### config.mk
export PLATFORM = sky130hd
export DESIGN_NAME = ex_mem_stage
export DESIGN_NICKNAME = d
export VERILOG_FILES = /design/src/rtl/cpu_pkg.sv /design/src/rtl/ex_mem_slot.sv /design/src/rtl/ex_mem_stage.sv
export SDC_FILE = /design/constraint.sdc
export NUM_CORES = 1
export LEC_CHECK = 0
export ABC_AREA = 0
export CORE_MARGIN = 3
export CORE_UTILIZATION = 49
export CTS_CLUSTER_DIAMETER = 150
export CTS_CLUSTER_SIZE = 20
export DETAILED_ROUTE_END_ITERATION = 8
export PLACE_DENSITY = 0.79
export REMOVE_ABC_BUFFERS = 1
export SYNTH_ARGS = -nofsm -noshare
export SYNTH_HDL_FRONTEND = slang
export SYNTH_SLANG_ARGS = --single-unit
### constraint.sdc
create_clock -name clk_i -period 6.2 [get_ports clk_i]
set_clock_uncertainty 0.2 [all_clocks]
set_input_delay 0.93 -clock clk_i [delete_from_list [all_inputs] [get_ports clk_i]]
set_output_delay 0.93 -clock clk_i [all_outputs]
set_load 0.01 [all_outputs]
### src/rtl/cpu_pkg.sv
`default_nettype none
// ============================================================================
// Module      : cpu_pkg
// Description : Shared definitions for the EX/MEM pipeline stage. Holds the
//               default datapath widths, the stage FSM encoding and the packed
//               beat record carried through the main and skid slots.
// Revision    : 1.0 - initial release
// ============================================================================
package cpu_pkg;

    localparam int C_DATA_W = 32;
    localparam int C_ADDR_W = 5;

    // Stage occupancy: nothing held, main slot only, main plus skid slot.
    typedef enum logic [1:0] {
        EMPTY = 2'd0,
        ONE   = 2'd1,
        TWO   = 2'd2
    } ex_mem_state_t;

    // One instruction's worth of MEM/WB payload.
    typedef struct packed {
        logic [C_DATA_W-1:0] alu_data;
        logic [C_DATA_W-1:0] st_data;
        logic [C_ADDR_W-1:0] rd_addr;
        logic                reg_write;
        logic                mem_read;
        logic                mem_write;
        logic                zero;
    } ex_mem_beat_t;

endpackage
`default_nettype wire

### src/rtl/ex_mem_slot.sv
`default_nettype none
// ============================================================================
// Module      : ex_mem_slot
// Description : Load-enabled register holding one ex_mem_beat_t. Used twice in
//               the EX/MEM stage, once as the main slot and once as the skid
//               slot. Cleared on reset so outputs are deterministic.
// Revision    : 1.0 - initial release
// ============================================================================
module ex_mem_slot
    import cpu_pkg::*;
(
    input  logic         clk,
    input  logic         rst,
    input  logic         i_load,
    input  ex_mem_beat_t i_beat,
    output ex_mem_beat_t o_beat
);

    ex_mem_beat_t r_beat;

    // Capture a new beat when loaded; reset clears the slot asynchronously.
    always_ff @(posedge clk or posedge rst) begin
        if (rst) begin
            r_beat <= '0;
        end else if (i_load) begin
            r_beat <= i_beat;
        end
    end

    assign o_beat = r_beat;

endmodule
`default_nettype wire

### src/rtl/ex_mem_stage.sv
`default_nettype none
// ============================================================================
// Module      : ex_mem_stage
// Description : Skid-buffered EX -> MEM pipeline register with valid/ready on
//               both sides. A registered-only ready_o keeps the upstream timing
//               path free of ready_i; the skid slot absorbs the one beat that
//               can arrive while downstream stalls. flush_i empties the stage.
//               Optional feature macro: EXMEM_ZERO_FLAG_EN (registered
//               alu_data==0 flag on zero_o; when undefined zero_o is 0).
// Revision    : 1.0 - initial release
// ============================================================================
module ex_mem_stage
    import cpu_pkg::*;
#(
    parameter int DATA_W = C_DATA_W,
    parameter int ADDR_W = C_ADDR_W
) (
    input  logic              clk_i,
    input  logic              rst_i,
    input  logic              flush_i,
    input  logic              valid_i,
    output logic              ready_o,
    input  logic [DATA_W-1:0] alu_data_i,
    input  logic [DATA_W-1:0] st_data_i,
    input  logic [ADDR_W-1:0] rd_addr_i,
    input  logic              reg_write_i,
    input  logic              mem_read_i,
    input  logic              mem_write_i,
    output logic              valid_o,
    input  logic              ready_i,
    output logic [DATA_W-1:0] alu_data_o,
    output logic [DATA_W-1:0] st_data_o,
    output logic [ADDR_W-1:0] rd_addr_o,
    output logic              reg_write_o,
    output logic              mem_read_o,
    output logic              mem_write_o,
    output logic              zero_o
);

    ex_mem_state_t r_state;
    ex_mem_state_t w_state_next;

    logic         w_fire_in;
    logic         w_fire_out;
    logic         w_main_load;
    logic         w_main_from_skid;
    logic         w_skid_load;
    ex_mem_beat_t w_in_beat;
    ex_mem_beat_t w_main_d;
    ex_mem_beat_t w_main_q;
    ex_mem_beat_t w_skid_q;

    // Handshake decode comes only from registered state (and reset).
    assign ready_o    = (r_state != TWO) & ~rst_i;
    assign valid_o    = (r_state != EMPTY);
    assign w_fire_in  = valid_i & ready_o;
    assign w_fire_out = valid_o & ready_i;

    // Incoming beat; x0 is never a write-back target, so its enable is dropped.
    always_comb begin
        w_in_beat           = '0;
        w_in_beat.alu_data  = alu_data_i;
        w_in_beat.st_data   = st_data_i;
        w_in_beat.rd_addr   = rd_addr_i;
        w_in_beat.reg_write = reg_write_i & (rd_addr_i != '0);
        w_in_beat.mem_read  = mem_read_i;
        w_in_beat.mem_write = mem_write_i;
`ifdef EXMEM_ZERO_FLAG_EN
        w_in_beat.zero      = (alu_data_i == '0);
`else
        // Constant-fed flag bit: the comparator and flag flops fold away.
        w_in_beat.zero      = 1'b0;
`endif
    end

    // Occupancy register.
    always_ff @(posedge clk_i or posedge rst_i) begin
        if (rst_i) begin
            r_state <= EMPTY;
        end else begin
            r_state <= w_state_next;
        end
    end

    // Next-state and slot load control; flush overrides every transition.
    always_comb begin
        w_state_next     = r_state;
        w_main_load      = 1'b0;
        w_main_from_skid = 1'b0;
        w_skid_load      = 1'b0;
        if (flush_i) begin
            w_state_next = EMPTY;
        end else begin
            case (r_state)
                EMPTY: begin
                    if (w_fire_in) begin
                        w_state_next = ONE;
                        w_main_load  = 1'b1;
                    end
                end
                ONE: begin
                    if (w_fire_in && w_fire_out) begin
                        w_main_load  = 1'b1;
                    end else if (w_fire_in) begin
                        w_state_next = TWO;
                        w_skid_load  = 1'b1;
                    end else if (w_fire_out) begin
                        w_state_next = EMPTY;
                    end
                end
                TWO: begin
                    // The older beat leaves; the skid beat moves up to main.
                    if (w_fire_out) begin
                        w_state_next     = ONE;
                        w_main_load      = 1'b1;
                        w_main_from_skid = 1'b1;
                    end
                end
                default: begin
                    w_state_next = EMPTY;
                end
            endcase
        end
    end

    assign w_main_d = w_main_from_skid ? w_skid_q : w_in_beat;

    ex_mem_slot u_main (
        .clk    (clk_i),
        .rst    (rst_i),
        .i_load (w_main_load),
        .i_beat (w_main_d),
        .o_beat (w_main_q)
    );

    ex_mem_slot u_skid (
        .clk    (clk_i),
        .rst    (rst_i),
        .i_load (w_skid_load),
        .i_beat (w_in_beat),
        .o_beat (w_skid_q)
    );

    // All downstream payload comes from the main slot only.
    assign alu_data_o  = w_main_q.alu_data;
    assign st_data_o   = w_main_q.st_data;
    assign rd_addr_o   = w_main_q.rd_addr;
    assign reg_write_o = w_main_q.reg_write;
    assign mem_read_o  = w_main_q.mem_read;
    assign mem_write_o = w_main_q.mem_write;
    assign zero_o      = w_main_q.zero;

endmodule
`default_nettype wire

== Word-level counts from Yosys, hierarchy flattened ==
Cells that the tools add are included.
Word-level totals
  bits of input ports: 77
  output and inout port bits: 75
  word-level logic and storage cells: 49
  bits in registers: 147
Cells by class
  equality and inequality tests: 7
  bitwise logic cells: 5
  multiplexer cells: 18
  reductions and logical operators: 5
Operators with widths (number)
  $mux W73: 1
  $mux W2: 6
  $mux W1: 9
  $ne A3 B3 Y1 const B: 3
  $pmux W2 S3: 1
  $reduce_bool A5 Y1: 1
  $and A1 B1 Y1: 4
  $ne A4 B4 Y1 const B: 1
  $reduce_and A4 Y1: 1
  $pmux W1 S3: 1
  $eq A2 B1 Y1 const B: 1
  $eq A2 B2 Y1 const B: 1
  $logic_not A2 Y1: 1
  $ne A2 B2 Y1 const B: 1
  $reduce_bool A2 Y1: 1
  $logic_and A1 B1 Y1: 1
  $not A1 Y1: 1

== Longest topological paths before layout ==
  depth after elaboration: 7
  depth in mapped cells: 7
  mapped depth without buffers: 4

== Hierarchy ==
A second synthesis with hierarchy kept.
Second synthesis, totals
  cells, all modules: 413
  area total of the unflattened synthesis: 7434.6 sq um
By module, submodules not included
  ex_mem_slot: cells each 155, instances 2, sequential area each 1826.8 sq um, area an instance 3066.7 sq um
  ex_mem_stage: cells each 103, instances 1, sequential area each 50.0 sq um, area an instance 1301.2 sq um

== Worst setup path before layout ==
No wires, ideal clock.
  kind: in2reg
  start point: input port rst_i
  end point: register u_main.r_beat, in the netlist u_main.o_beat[59]
  path slack: 3.771 ns
  stages: 5
  data arrival time: 2.106 ns
  setup time: 0.123 ns
  path buffers: 2
  required time: 5.877 ns
  cell sequence: or4bb_1 a31oi_4 buf_4 buf_4 a21oi_1
Between the ends
  cells in the longest elaborated chain, start to end: 7
RTL lines
  start: declaration: line ex_mem_stage.sv:19  | input logic rst_i,
  $not A1 Y1 (*): line ex_mem_stage.sv:54  | assign ready_o = (r_state != TWO) & ~rst_i;
  $and A1 B1 Y1 (*): line ex_mem_stage.sv:54
  $and A1 B1 Y1 (*): line ex_mem_stage.sv:56  | assign w_fire_in = valid_i & ready_o;
  $logic_and A1 B1 Y1: line ex_mem_stage.sv:102  | if (w_fire_in && w_fire_out) begin
  $mux W1: line ex_mem_stage.sv:102
  $pmux W1 S3 (*): line ex_mem_stage.sv:94  | case (r_state)
  $mux W1 (*): line ex_mem_stage.sv:91  | if (flush_i) begin
  end signal: assignment: line ex_mem_slot.sv:26  | r_beat <= i_beat;
  end: declaration: line ex_mem_slot.sv:19  | ex_mem_beat_t r_beat;
Every way passes the cells marked *; elsewhere a longest branch is shown, timed or not.
A chain may end at the register's enable or synchronous reset.

== Worst setup path in the final report ==
  start point: input port rst_i
  end point: register u_skid.r_beat, in the netlist u_skid.o_beat[55]
Between the ends
  cells in the longest elaborated chain, start to end: 7
RTL lines (line)
  $not A1 Y1 (*): ex_mem_stage.sv:54
  $and A1 B1 Y1 (*): ex_mem_stage.sv:54
  $and A1 B1 Y1 (*): ex_mem_stage.sv:56
  $mux W1 / $logic_and A1 B1 Y1 (equally long branches): ex_mem_stage.sv:104, ex_mem_stage.sv:102
  $mux W1 (*): ex_mem_stage.sv:102
  $mux W1 (*): ex_mem_stage.sv:94
  $mux W1 (*): ex_mem_stage.sv:91
  end signal: assignment: ex_mem_slot.sv:26
  end: declaration: ex_mem_slot.sv:19
Marks and branches as above.

==> qor.txt <==
Initial antenna violation count = 0
Port Buf Inserts = 150
# Max-Cap Violations = 0
Num CTS Buffers = 17
Status = finished, final reports clean
LEAKAGE = 3.45 nW
Top post-synthesis cells by area = dfrtp_1 (59%), mux2_2 (13%), mux2i_1 (12%)
Num ports = 152
Met3 wire length = 693 um
Clock buffer depth = 2
DRC violations left = 0
Synth Warn # = 0
Setup TNS = 0 ns
Async SR Flop Fraction = 1.00
Startpoint Class = input port
Synth area leader = dfrtp_1
Clk sinks = 146
Setup violators final = 0
F_max = 291 MHz
Kind of critical path = in -> reg
Die width = 118 um
Pwr Density = 335 mW/mm2
Register area = 0.00365 mm2
Worst slew margin relative to its limit = 0.265
Die footprint = 0.0139 mm2
Row count = 40
Worst slew pin tran = 1.10 ns
Multi-input gate area = 0.00233 mm2
Post-Syn Instances = 489
Syn-to-layout area delta = 34.9%
Vias in the first global route = 4443
Post-layout nets = 707
Post-cts resize count = 0
Count of antenna-violating nets left after detailed routing = 0
CP endpoint kind = register
Count of cell types in the netlist = 28
Hold-fix buffers, CTS = 0
Reg clk slew, reported paths = 0.06 ns
Met1 WL = 5.76 mm
Number of synthesized register bits = 146
Ant. Diodes = 0
Final Cycle Share = 0.554
Yosys top cell area share = 0.594
Post-CTS Repair Setup Buffers = 0
DR top layer = met4
Min Tclk post-route = 3.43 ns
Die height = 118 um
Wire length of the first global-routing pass = 22.3 mm
Filler instances = 890
Worst-skew pair later-pin latency = 0.41 ns
Post-Syn Area per Cell = 12.6 um2
Number of enable flip-flop cells after synthesis = 0
GP Congestion = 0.745
Most used DFF post-synth = dfrtp_1
Final hold viol count = 0
H-tree depth = 4
Worst-path maximum fanout = 73
Iteration-0 DRC Markers = 272
1st-pass router iterations = 4
Register area share after synthesis = 0.594
Worst EP required = 6.30 ns
Final core occ = 0.683
DP HPWL = 8.53 mm
Maximum VDD drop = 0.263 mV
Vias per cell = 5.20
DR WL/cell = 16.5 um
Root Driver = clkbuf_16
CTS tree = yes
GRT Total Usage = 0.200
Most common cell in the netlist = dfrtp_1
Met2 wire length = 6.73 mm
RSZ-0062 raised after global routing = no
HP Class = reg -> reg
Share of layout cells above drive strength 1 = 0.173
Max Slew Vio Count = 0
Initial Util = 0.506
Vias = 4218
Cell Area, Synth = 0.00615 mm2
Post-synth top cells = dfrtp_1 (146), nor2_1 (73), a21oi_1 (72), mux2i_1 (72), mux2_2 (71)
Area of the core = 0.0122 mm2
Final wirelength = 13.4 mm
Largest net degree at the start of global routing = 106
Worst EP arrival = 3.53 ns
Grt total ovfl = 0
==> power by group <==
group	internal (mW)	switching, mW	leakage [nW]
clock network	0.589	0.371	0.277
registers	1.15	0.112	1.76
logic	0.340	0.226	1.41
total	2.08	0.709	3.45
==> cells by family after synthesis <==
logic type             count (synthesis)  synth area share
buffers and inverters                 33            0.0301
AOI/OAI and AO/OA                     78            0.0671
muxes                                143             0.247
other                                  1          0.000609
DFF                                  146             0.594
and+or+nand+nor                       88            0.0616
==> cell type report <==
class | instances | share of cell area
Clock inverter | 10 | 0.00995
Multi-Input combinational cell | 310 | 0.281
Sequential cell | 146 | 0.440
Clock buffer | 22 | 0.0583
Inverter | 1 | 0.00105
Tap cell | 168 | 0.0253
Timing Repair Buffer | 154 | 0.184
==> state kept, by name, summed over array words and instances (netlist names) <==
| signal | count |
|---|---|
| u_main.o_beat | 72 |
| u_skid.o_beat | 72 |
| r_state | 2 |
==> worst paths after layout <==
check                      slack [ns]        startpoint  depth (start not counted)           endpoint
max                              2.77             rst_i                          4  u_skid.o_beat[55]
min                              0.29  u_skid.o_beat[3]                          2   u_skid.o_beat[3]
max reg2reg                      3.38        r_state[0]                          4  u_main.o_beat[68]
min reg2reg                      0.29  u_skid.o_beat[3]                          2   u_skid.o_beat[3]
max in group asynchronous        3.68             rst_i                          3  u_main.o_beat[67]
min in group asynchronous        1.03             rst_i                          2  u_main.o_beat[17]
==> critical path, cell delays in order <==
cell and delay, ns:
clkdlybuf4s50_1 0.55, nor3b_1 0.48, nand3_4 0.90, mux2_2 0.62
==> cell usage in the layout (no fill, tap or decap) <==
cell type        netlist  layout
clkinvlp_4             0       3
bufinv_16              0       1
clkbuf_16              0      17
a31oi_1                1       1
o211ai_1               1       1
or4_1                  1       1
or2_2                  1       1
o21ai_0                2       2
nor3b_1                1       1
nor3_1                 1       1
inv_6                  0       1
or4bb_1                1       1
mux2i_1               72      72
and4bb_4               0       1
clkbuf_8               0       4
nand3b_1               1       1
nor2b_1                1       1
nand3_4                0       1
nand2_1                2       2
a31oi_4                1       1
clkbuf_1               9       1
dfrtp_1              146     146
conb_1                 1       1
clkdlybuf4s50_1        0     150
clkinv_2               0       6
o21a_1                 1       1
nand2b_1               3       3
mux2_2                71      71
or4b_1                 1       1
buf_4                  8       4
a21oi_1               72      72
nor2_1                73      73
==> through the flow <==
step / instances / area, um2 / power [mW] / setup WS [ns] / hold slack [ns]
after floorplan: 457 / 5970 / 1.51 / 1.15 / 0.250
after global placement: 779 / 7740 / 1.81 / 2.42 / 0.263
after detailed placement: 779 / 7740 / 1.84 / 2.34 / 0.276
after CTS: 811 / 8300 / 2.81 / 2.75 / 0.289
after global routing: 811 / 8300 / 2.92 / 2.58 / 0.307
final: 811 / 8300 / 2.78 / 2.77 / 0.292
==> per-layer routing <==
layer	global-route usage	vias up
li1	-	1989
met1	0.250	2098
met2	0.334	113
met3	0.0586	18
met4	0.0674	0
met5	0	-
Power figures use the tool's default switching activity.
